File: config.mk
export PLATFORM = sky130hd
export DESIGN_NAME = opcode_sequencer
export DESIGN_NICKNAME = d
export VERILOG_FILES = /design/src/rtl/opcode_sequencer.sv
export SDC_FILE = /design/constraint.sdc
export NUM_CORES = 1
export LEC_CHECK = 0
export ABC_AREA = 1
export CORE_MARGIN = 10
export CORE_UTILIZATION = 25
export DETAILED_ROUTE_END_ITERATION = 10
export MAX_ROUTING_LAYER = met4
export PLACE_DENSITY = 0.66
export REMOVE_ABC_BUFFERS = 1
export SLEW_MARGIN = 15
export SYNTH_ARGS = -nofsm -noshare
export SYNTH_HDL_FRONTEND = slang
export SYNTH_SLANG_ARGS = --single-unit
File: constraint.sdc
create_clock -name clk -period 4.15 [get_ports clk]
set_clock_uncertainty 0.1 [all_clocks]
set_input_delay 0.83 -clock clk [delete_from_list [all_inputs] [get_ports clk]]
set_output_delay 0.83 -clock clk [all_outputs]
set_load 0.1 [all_outputs]
File: src/rtl/opcode_sequencer.sv
// Fetch/sequence unit: walks pc, fetches instruction words over req/ack and
// presents a one-hot opcode for the control ROM for one cycle per instruction.
//
// state | meaning
// IDLE  | waiting for start after reset
// FETCH | imem_req asserted at pc until imem_ack
// EXEC  | one cycle: opcode_onehot/op_valid valid, pc advanced
// HALT  | HALT opcode executed; start restarts from pc 0
module opcode_sequencer #(
    parameter int PC_W = 8
) (
    input  logic            clk,
    input  logic            reset,
    input  logic            start,
    output logic            imem_req,
    output logic [PC_W-1:0] imem_addr,
    input  logic            imem_ack,
    input  logic [31:0]     imem_data,
    input  logic            above_flag,
    output logic [63:0]     opcode_onehot,
    output logic            op_valid,
    output logic            illegal,
    output logic            halted,
    output logic [15:0]     retired
);

    localparam logic [5:0] OP_ADD  = 6'd4;
    localparam logic [5:0] OP_MOVL = 6'd11;
    localparam logic [5:0] OP_MOVS = 6'd13;
    localparam logic [5:0] OP_JA   = 6'd14;
    localparam logic [5:0] OP_AND  = 6'd37;
    localparam logic [5:0] OP_CMP  = 6'd59;
    localparam logic [5:0] OP_HALT = 6'd63;

    typedef enum logic [1:0] {
        S_IDLE  = 2'd0,
        S_FETCH = 2'd1,
        S_EXEC  = 2'd2,
        S_HALT  = 2'd3
    } state_t;

    state_t          state, state_next;
    logic [PC_W-1:0] pc, pc_next;
    logic [31:0]     ir;
    logic            ir_load;
    logic [15:0]     retired_next;
    logic [5:0]      opcode;
    logic            op_legal;

    assign opcode = ir[31:26];

    always_comb begin
        op_legal = 1'b0;
        case (opcode)
            OP_ADD, OP_MOVL, OP_MOVS, OP_JA, OP_AND, OP_CMP, OP_HALT: op_legal = 1'b1;
            default: op_legal = 1'b0;
        endcase
    end

    // Instruction bits between the JA target and the opcode are unused here.
    generate
        if (PC_W < 26) begin : g_unused_ir
            logic unused_ir_bits;
            assign unused_ir_bits = ^ir[25:PC_W];
        end
    endgenerate

    always_ff @(posedge clk) begin
        if (reset) begin
            state   <= S_IDLE;
            pc      <= '0;
            ir      <= '0;
            retired <= '0;
        end else begin
            state   <= state_next;
            pc      <= pc_next;
            retired <= retired_next;
            if (ir_load) begin
                ir <= imem_data;
            end
        end
    end

    always_comb begin
        state_next   = state;
        pc_next      = pc;
        retired_next = retired;
        ir_load      = 1'b0;
        case (state)
            S_IDLE: begin
                if (start) state_next = S_FETCH;
            end
            S_FETCH: begin
                if (imem_ack) begin
                    ir_load    = 1'b1;
                    state_next = S_EXEC;
                end
            end
            S_EXEC: begin
                retired_next = retired + 16'd1;
                if (opcode == OP_HALT) begin
                    state_next = S_HALT;
                end else begin
                    state_next = S_FETCH;
                    if (opcode == OP_JA && above_flag) pc_next = ir[PC_W-1:0];
                    else                               pc_next = pc + 1'b1;
                end
            end
            S_HALT: begin
                if (start) begin
                    pc_next      = '0;
                    retired_next = '0;
                    state_next   = S_FETCH;
                end
            end
            default: state_next = S_IDLE;
        endcase
    end

    // Outputs decode only from registered state/ir so ack and above_flag never reach them.
    assign imem_req      = (state == S_FETCH);
    assign imem_addr     = pc;
    assign op_valid      = (state == S_EXEC);
    assign opcode_onehot = op_valid ? (64'd1 << opcode) : 64'd0;
    assign illegal       = op_valid && !op_legal;
    assign halted        = (state == S_HALT);

endmodule

Yosys cells after proc, flatten, opt, wreduce, memory -nomap -nowiden
Index checks and enable logic that the tools add are counted. Widths: inputs -> output; s select.

Register bits after elaboration: 58. Input port bits: 37. Output and inout port bits: 92.

Add/sub/neg operators: 2. Equality and inequality tests: 14. Shift operators: 1. Multiplexer cells: 14. Reduce and logical (&&, ||, !) cells: 10.

Operators by type and width (number): $mux 64 (1); $shl 1x6->64 const A (1); $pmux 16 s2 (1); $mux 8 (3); $eq 6x4->1 const B (3); $eq 6x6->1 const B (3); $add 16x1->16 const B (1); $mux 16 (1); $pmux 8 s2 (1); $add 8x1->8 const B (1); $reduce_or 7->1 (1); $eq 6x3->1 const B (1); $mux 2 (3); $pmux 2 s3 (1); $eq 2x2->1 const B (2); $ne 2x1->1 const B (2); $ne 2x2->1 const B (2); $reduce_and 2->1 (2); $mux 1 (3); $reduce_and 3->1 (1); $eq 2x1->1 const B (1); $logic_and 1x1->1 (2); $logic_not 2->1 (1); $reduce_bool 2->1 (1); other kinds (2) (2).

Logic depth before layout (Yosys ltp)
Gate-level depths: netlist of the first run.

Word-level depth: 5. Mapped depth: 12. Depth with buffers taken out: 11.

Least setup slack after synthesis of the first run
No wires, ideal clock.

Path kind: reg-to-output. Start point: reg state[0]. End point: out illegal. Arrival time: 3.710 ns. Required time: 3.220 ns. Setup slack: -0.490 ns. Cell stages (with the launch flop): 8. Buffers on the path: 1. Path through: dfxtp_1 > inv_1 > ha_1 > buf_6 > inv_1 > a21oi_1 > nand3b_1 > nor3_1.

Word-level cells in the longest chain between the ends: 2.

RTL lines: start: declaration (line 42) `state_t state, state_next;`; start signal: assignment (line 75) `state <= state_next;`; $eq 2x2->1 (line 123) `assign op_valid = (state == S_EXEC);`; net op_valid (line 21) `output logic op_valid,`; $logic_and 1x1->1 (line 125) `assign illegal = op_valid && !op_legal;`; end: declaration (line 22) `output logic illegal,`.

The timed path passes the listed nets, and every way through them passes these cells.

Worst setup path in the final report of the first run
Start point: reg state[0]. End point: out opcode_onehot[43].

Word-level cells in the longest chain between the ends: 2.

RTL lines: $eq 2x2->1 (line 123); $mux 64 (line 124) `assign opcode_onehot = op_valid ? (64'd1 << opcode) : 64'd0;`; end: declaration (line 20) `output logic [63:0] opcode_onehot,`.

No other way between the ends.

==> metrics, run 1 <==
clock buffer count from CTS=5; initial antenna violation count=0; Routed Antenna Nets=0; crit-path max FO=16; Syn Inst Count=392; Max VDD drop=0.265 mV; CP max-delay cell=nand3_1; async set or reset register ratio after synthesis=0%; Crit Path Class=reg -> out; achievable frequency=306 MHz; critical path arrival=2.34 ns; CTS tree=done; Slew @ Worst Pin=1.01 ns; Port Buffers=110; leading area contributor after synthesis=dfxtp_1; Worst EP required=3.22 ns; synthesis-stage register bit count=40; GP Congestion=0.804; Tot Pwr=0.00134 W; Worst Hold Class=reg -> reg; count leader, synth=nor2_1; vias in the first global route=2746; final hold vios=0; GR Util All Layers=11.7%; YS warnings=0; DP HPWL=6720 µm; Total Wirelength=8450 µm; die area=14500 µm²; Max-Cap Viols=0; H-tree levels=2; Skew-Pair Late Insertion Delay=0.28 ns; antenna cell count=0; area delta synth->final=44.1%; top post-synthesis cells by area=dfxtp_1, nor2_1, nand2_1; hold_buf cts=0; run status=completed; setup bufs post-CTS=0; Resized Gates After CTS=0; Syn Std Cell Area=2530 µm²; family with the most delay on the worst path=simple AND/OR/NAND/NOR gates; Rows=36; Root Driver=clkbuf_8; layout cells sized above 1=19.2%; detailed-route via count=2770; final instance area=3650 µm²; num ports=129; first-pass GRT wire length=13700 µm; sequential-to-total area share from yosys stat=31.6%; Cell Chain, Critical Path=inv_1, ha_1, nand3_1, nor2_1, buf_4; count of unique library cells instantiated by Yosys=28; post-route minimum period=3.27 ns; final setup TNS=0 ns; Non-Filler Instances=629; vias per inst=4.40; critical path buffer and inverter count=2; placed insts=624; CP endpoint kind=output port; post-route clock period utilization=78.7%; number of synthesized flops with an enable pin=0; largest net degree at the start of global routing=28; Setup crit start kind=flip-flop; Avg WL per Cell=13.4 µm; clock slew at reported path FFs=0.07 ns; placed cell area=3580 µm²; Main synth FF type=dfxtp_1; die width=121 µm; final setup vio count=0; Initial DRC Count=79; unrepaired setup endpoints after global routing=no; Pins Over Slew Limit=0; nets@finish=540; core box area=9820 µm²; syn avg cell area=6.46 µm²; relative max-transition margin=32.5%; Synth top cells by count=nor2_1, nand2_1, inv_1; die height=121 µm; slowest stage delay, CP=0.58 ns; Pre-antenna DRT Iters=4; P_leak=1.53 nW; Max clock buf depth=2; P per Cell Area=368 nW/µm²; clock sink count=40; top cell type's share of synthesized area=31.6%; initial core utilization=25.8%; Overflow after GRT=0; post-route DRC violation count=0
-- final timing paths --
path	start	endpoint	cells past startpoint	slack, ns
worst max-delay path	state[0]$_SDFFE_PP0P_	opcode_onehot[43]	5	0.88
worst min-delay path	ir[5]$_SDFFE_PP0P_	ir[5]$_SDFFE_PP0P_	2	0.36
worst max register to register	state[0]$_SDFFE_PP0P_	retired[12]$_SDFFE_PP0P_	11	2.29
worst min register to register	ir[5]$_SDFFE_PP0P_	ir[5]$_SDFFE_PP0P_	2	0.36
-- cells by family after synthesis --
kind of cell               share of synthesized area (%)
and+or+nand+nor                                     40.4
buffers and inverters                               10.7
adders and majority gates                           2.47
xor gates and xnor gates                           0.692
DFF                                                 31.6
AOI/OAI and AO/OA                                   14.0
-- state kept, by name, indices dropped and copies added, names as in the netlist --
register   cells
imem_addr      8
state          2
retired       16
ir            14
-- where the power goes --
part / internal (W) / switching, W
clock network: 0.000109 / 0.000126
registers: 0.000429 / 0.0000434
logic: 0.000152 / 0.000485
-- worst reg2reg max path: cells and delay by family (launching register included) --
family	cells	cell delay [ns]
fa+ha+maj	1	0.42
buf+inv	2	0.10
flops	1	0.35
simple gates	8	0.80
-- cells in the final DEF (no fill, tap or decap), types with 2 or more instances in the layout --
cell             Yosys  routed
dfxtp_1             40      40
nor2_1              84      84
nand4_1              3       3
clkbuf_8             0       5
o21ai_0             25      25
nand2_4              5       5
a21oi_2              4       4
nor2_2               4       4
buf_4                0      66
nand3_2              2       2
nand3_4              2       2
nor2_8               2       2
nand3_1             35      35
nand3b_1             5       5
nor2_4               2       2
clkdlybuf4s50_1      0      44
a21oi_1             34      34
ha_1                 5       5
nand2_1             61      61
inv_1               58      58
nor3_1               3       3
-- routing by layer --
layer	global-route usage [%]	part of all wire (%)	vias to the layer above
li1	-	-	1450
met2	20.5	51	65
met1	12.8	43	1247
met5	-	0	-
met3	2.65	5.5	8
met4	3.70	1.3	0
-- layout make-up --
type	count	area [µm²]
clock buffers	5	68.8
repair buffers	110	936
inverters	58	218
fillers	1084	6170
flip-flops and latches	40	801
well taps	133	166
multi-input cells	283	1460
-- per-stage QoR --
step / hold slack (ns) / worst slack, ns / utilization [%]
2_1_floorplan: 0.330 / -0.525 / -
3_3_place_gp: 0.342 / 1.17 / 36.5
3_5_place_dp: 0.356 / 1.14 / 36.5
4_1_cts: 0.365 / 0.844 / 37.2
5_1_grt: 0.397 / 0.609 / 37.2
6_report: 0.361 / 0.883 / 37.2
(Power assumes the default switching activity.)
==> inputs of run 2 (changes only) <==
Clock period 4.15 ns to 3.3 ns, I/O delays scaled along.
==> run 2 against run 1 <==
Compared with the run above: power grew 30%; routed wire length grew 6.7%; utilization grew 7.8 points; clock power grew 31%; highest routed layer unchanged; critical endpoint is now opcode_onehot[55]; die area is the same; largest power group unchanged; worst hold slack lost 0.0024 ns; clock-buffer cell count grew 1; design area grew 21%; via count grew 2.9%; critical path type unchanged; flip-flop and latch count is the same.
==> metrics, run 2 (synthesis results as in run 1) <==
flop2flop setup slack=1.38 ns (-0.91 ns); setup bufs post-CTS=0 (unchanged); area delta synth->final=74.2%; clock buffer count from CTS=5 (unchanged); Avg WL per Cell=14.3 µm (+6.2%); Worst EP required=2.54 ns (-0.68 ns); Rows=36 (unchanged); final setup vio count=0 (unchanged); critical path arrival=2.36 ns (+0.02 ns); run status=completed; max reg flops=16 (unchanged); clock slew at reported path FFs=0.08 ns (about the same); CTS tree=done; vias in the first global route=2741 (-0.18%); num ports=129 (unchanged); Crit Path Class=reg -> out; worst r2r dst=retired[12]$_SDFFE_PP0P_; final hold vios=0 (unchanged); initial antenna violation count=0 (unchanged); CP endpoint kind=output port; Overflow after GRT=0 (unchanged); placed cell area=4320 µm² (+21%); layout cells sized above 1=25.1% (+5.9 points); achievable frequency=321 MHz; H-tree levels=2 (unchanged); critical path buffer and inverter count=2 (unchanged); DP HPWL=7300 µm (+8.6%); most frequent cells in the layout=nor2_1, buf_12, nand2_1; Non-Filler Instances=632 (+0.48%); Pre-antenna DRT Iters=4 (unchanged); family with the most delay on the worst path=simple AND/OR/NAND/NOR gates; post-route minimum period=3.12 ns; hold_sp=ir[5]$_SDFFE_PP0P_; slowest stage delay, CP=0.59 ns (about the same); Crit path depth=5 (unchanged); initial core utilization=25.8% (unchanged); detailed-route via count=2849 (+2.9%); hold endpoint=ir[5]$_SDFFE_PP0P_; most common cell after layout, fill and taps aside=nor2_1; Slew @ Worst Pin=0.757 ns (-0.252 ns); largest net degree at the start of global routing=28 (unchanged); Initial DRC Count=127 (+61%); post-route DRC violation count=0 (unchanged); relative max-transition margin=49.4% (+17 points); GP Congestion=0.851 (+5.9%); clock sink count=40 (unchanged); die height=121 µm (unchanged); crit-path max FO=15 (-1); Worst Hold Class=reg -> reg; R2R depth=11 (unchanged); nets@finish=541 (+0.19%); P per Cell Area=397 nW/µm² (+7.8%); register with the most flip-flops=retired; P_leak=1.77 nW (+15%); Skew-Pair Late Insertion Delay=0.29 ns (about the same); placed insts=625 (+0.16%); Max VDD drop=0.414 mV (+56%); hold_buf cts=0 (unchanged); CP max-delay cell=nand3_1; worst reg2reg path startpoint=state[0]$_SDFFE_PP0P_; die area=14500 µm² (unchanged); core box area=9820 µm² (unchanged); unrepaired setup endpoints after global routing=no; GR Util All Layers=12.4% (+0.76 points); vias per inst=4.51 (+2.4%); fill count=1007 (-7.1%); Pins Over Slew Limit=0 (unchanged); Port Buffers=110 (unchanged); final instance area=4410 µm² (+21%); Routed Antenna Nets=0 (unchanged); area occupied by multi-input gates=1470 µm² (+0.69%); Root Driver=clkbuf_8; die width=121 µm (unchanged); Max-Cap Viols=0 (unchanged); first-pass GRT wire length=14500 µm (+5.4%); Total Wirelength=9020 µm (+6.7%); Max clock buf depth=2 (unchanged); Worst Hold Depth=2 (unchanged); antenna cell count=0 (unchanged); post-route clock period utilization=94.4%; Setup crit start kind=flip-flop; Reg area=801 µm² (unchanged); Cell Chain, Critical Path=inv_1, ha_1, nand3_1, nor2_1, buf_12
## run 2: changes by cell type in the layout (fill, tap and decap cells not counted)
cell and change:
buf_12 +64, buf_4 -37, clkbuf_1 +1, clkdlybuf4s50_1 -26, clkinv_2 +1, nand3_1 -2
nand3_2 +2
## run 2: metal layers
layer	GRT usage [%]	part of all wire, %	vias up
met4	4.37	1.7	0
met5	-	0	-
met3	2.23	4.3	9
li1	-	-	1451
met2	22.1	52	73
met1	13.6	42	1316
## run 2: timing repair
action,CTS,global route
endpoints found under the setup margin,0,2
resized for setup,0,2
hold endpoints to repair,0,0
## run 2: power by group
part,leakage [nW],internal [W],switching [W]
Clock,0.0410,0.000144,0.000164
Sequential,0.325,0.000540,0.0000566
Combinational,1.40,0.000221,0.000626
Total,1.77,0.000905,0.000846
## run 2: layout make-up
type,count,area share (%)
Multi-Input combinational cell,283,33.3
Clock inverter,1,0.113
Tap cell,133,3.77
Inverter,58,4.94
Sequential cell,40,18.2
Timing Repair Buffer,111,38.1
Clock buffer,6,1.65
## run 2: per-stage QoR
| step | hold slack [ns] | util [%] | total power [W] | setup TNS (ns) | setup WS (ns) |
|---|---|---|---|---|---|
| global route | 0.387 | 44.9 | 0.00186 | 0 | 0.0399 |
| finish | 0.359 | 44.9 | 0.00175 | 0 | 0.185 |
| detailed placement | 0.350 | 44.0 | 0.00146 | 0 | 0.446 |
| global placement | 0.342 | 44.0 | 0.00144 | 0 | 0.483 |
| CTS | 0.361 | 44.8 | 0.00177 | 0 | 0.123 |
| floorplan | 0.330 | - | 0.00122 | -50.78 | -1.21 |
## run 2: how the worst max path moves through the flow
stage,start,to,slack (ns)
2_1_floorplan,state[0]$_SDFFE_PP0P_,illegal,-1.21
3_3_place_gp,state[0]$_SDFFE_PP0P_,opcode_onehot[21],0.48
3_5_place_dp,state[0]$_SDFFE_PP0P_,opcode_onehot[21],0.45
4_1_cts,state[0]$_SDFFE_PP0P_,opcode_onehot[21],0.12
5_1_grt,state[0]$_SDFFE_PP0P_,opcode_onehot[56],0.04
6_report,state[0]$_SDFFE_PP0P_,opcode_onehot[55],0.18
## run 2: worst register-to-register path, cell delays in order (launching register included)
cell,delay [ns]
dfxtp_1,0.34
inv_1,0.06
ha_1,0.45
nand2_4,0.15
nand2_8,0.13
nand3_4,0.09
nor2_4,0.18
nand2_1,0.08
nand2_1,0.08
nand2_1,0.06
nand2_1,0.05
inv_1,0.03
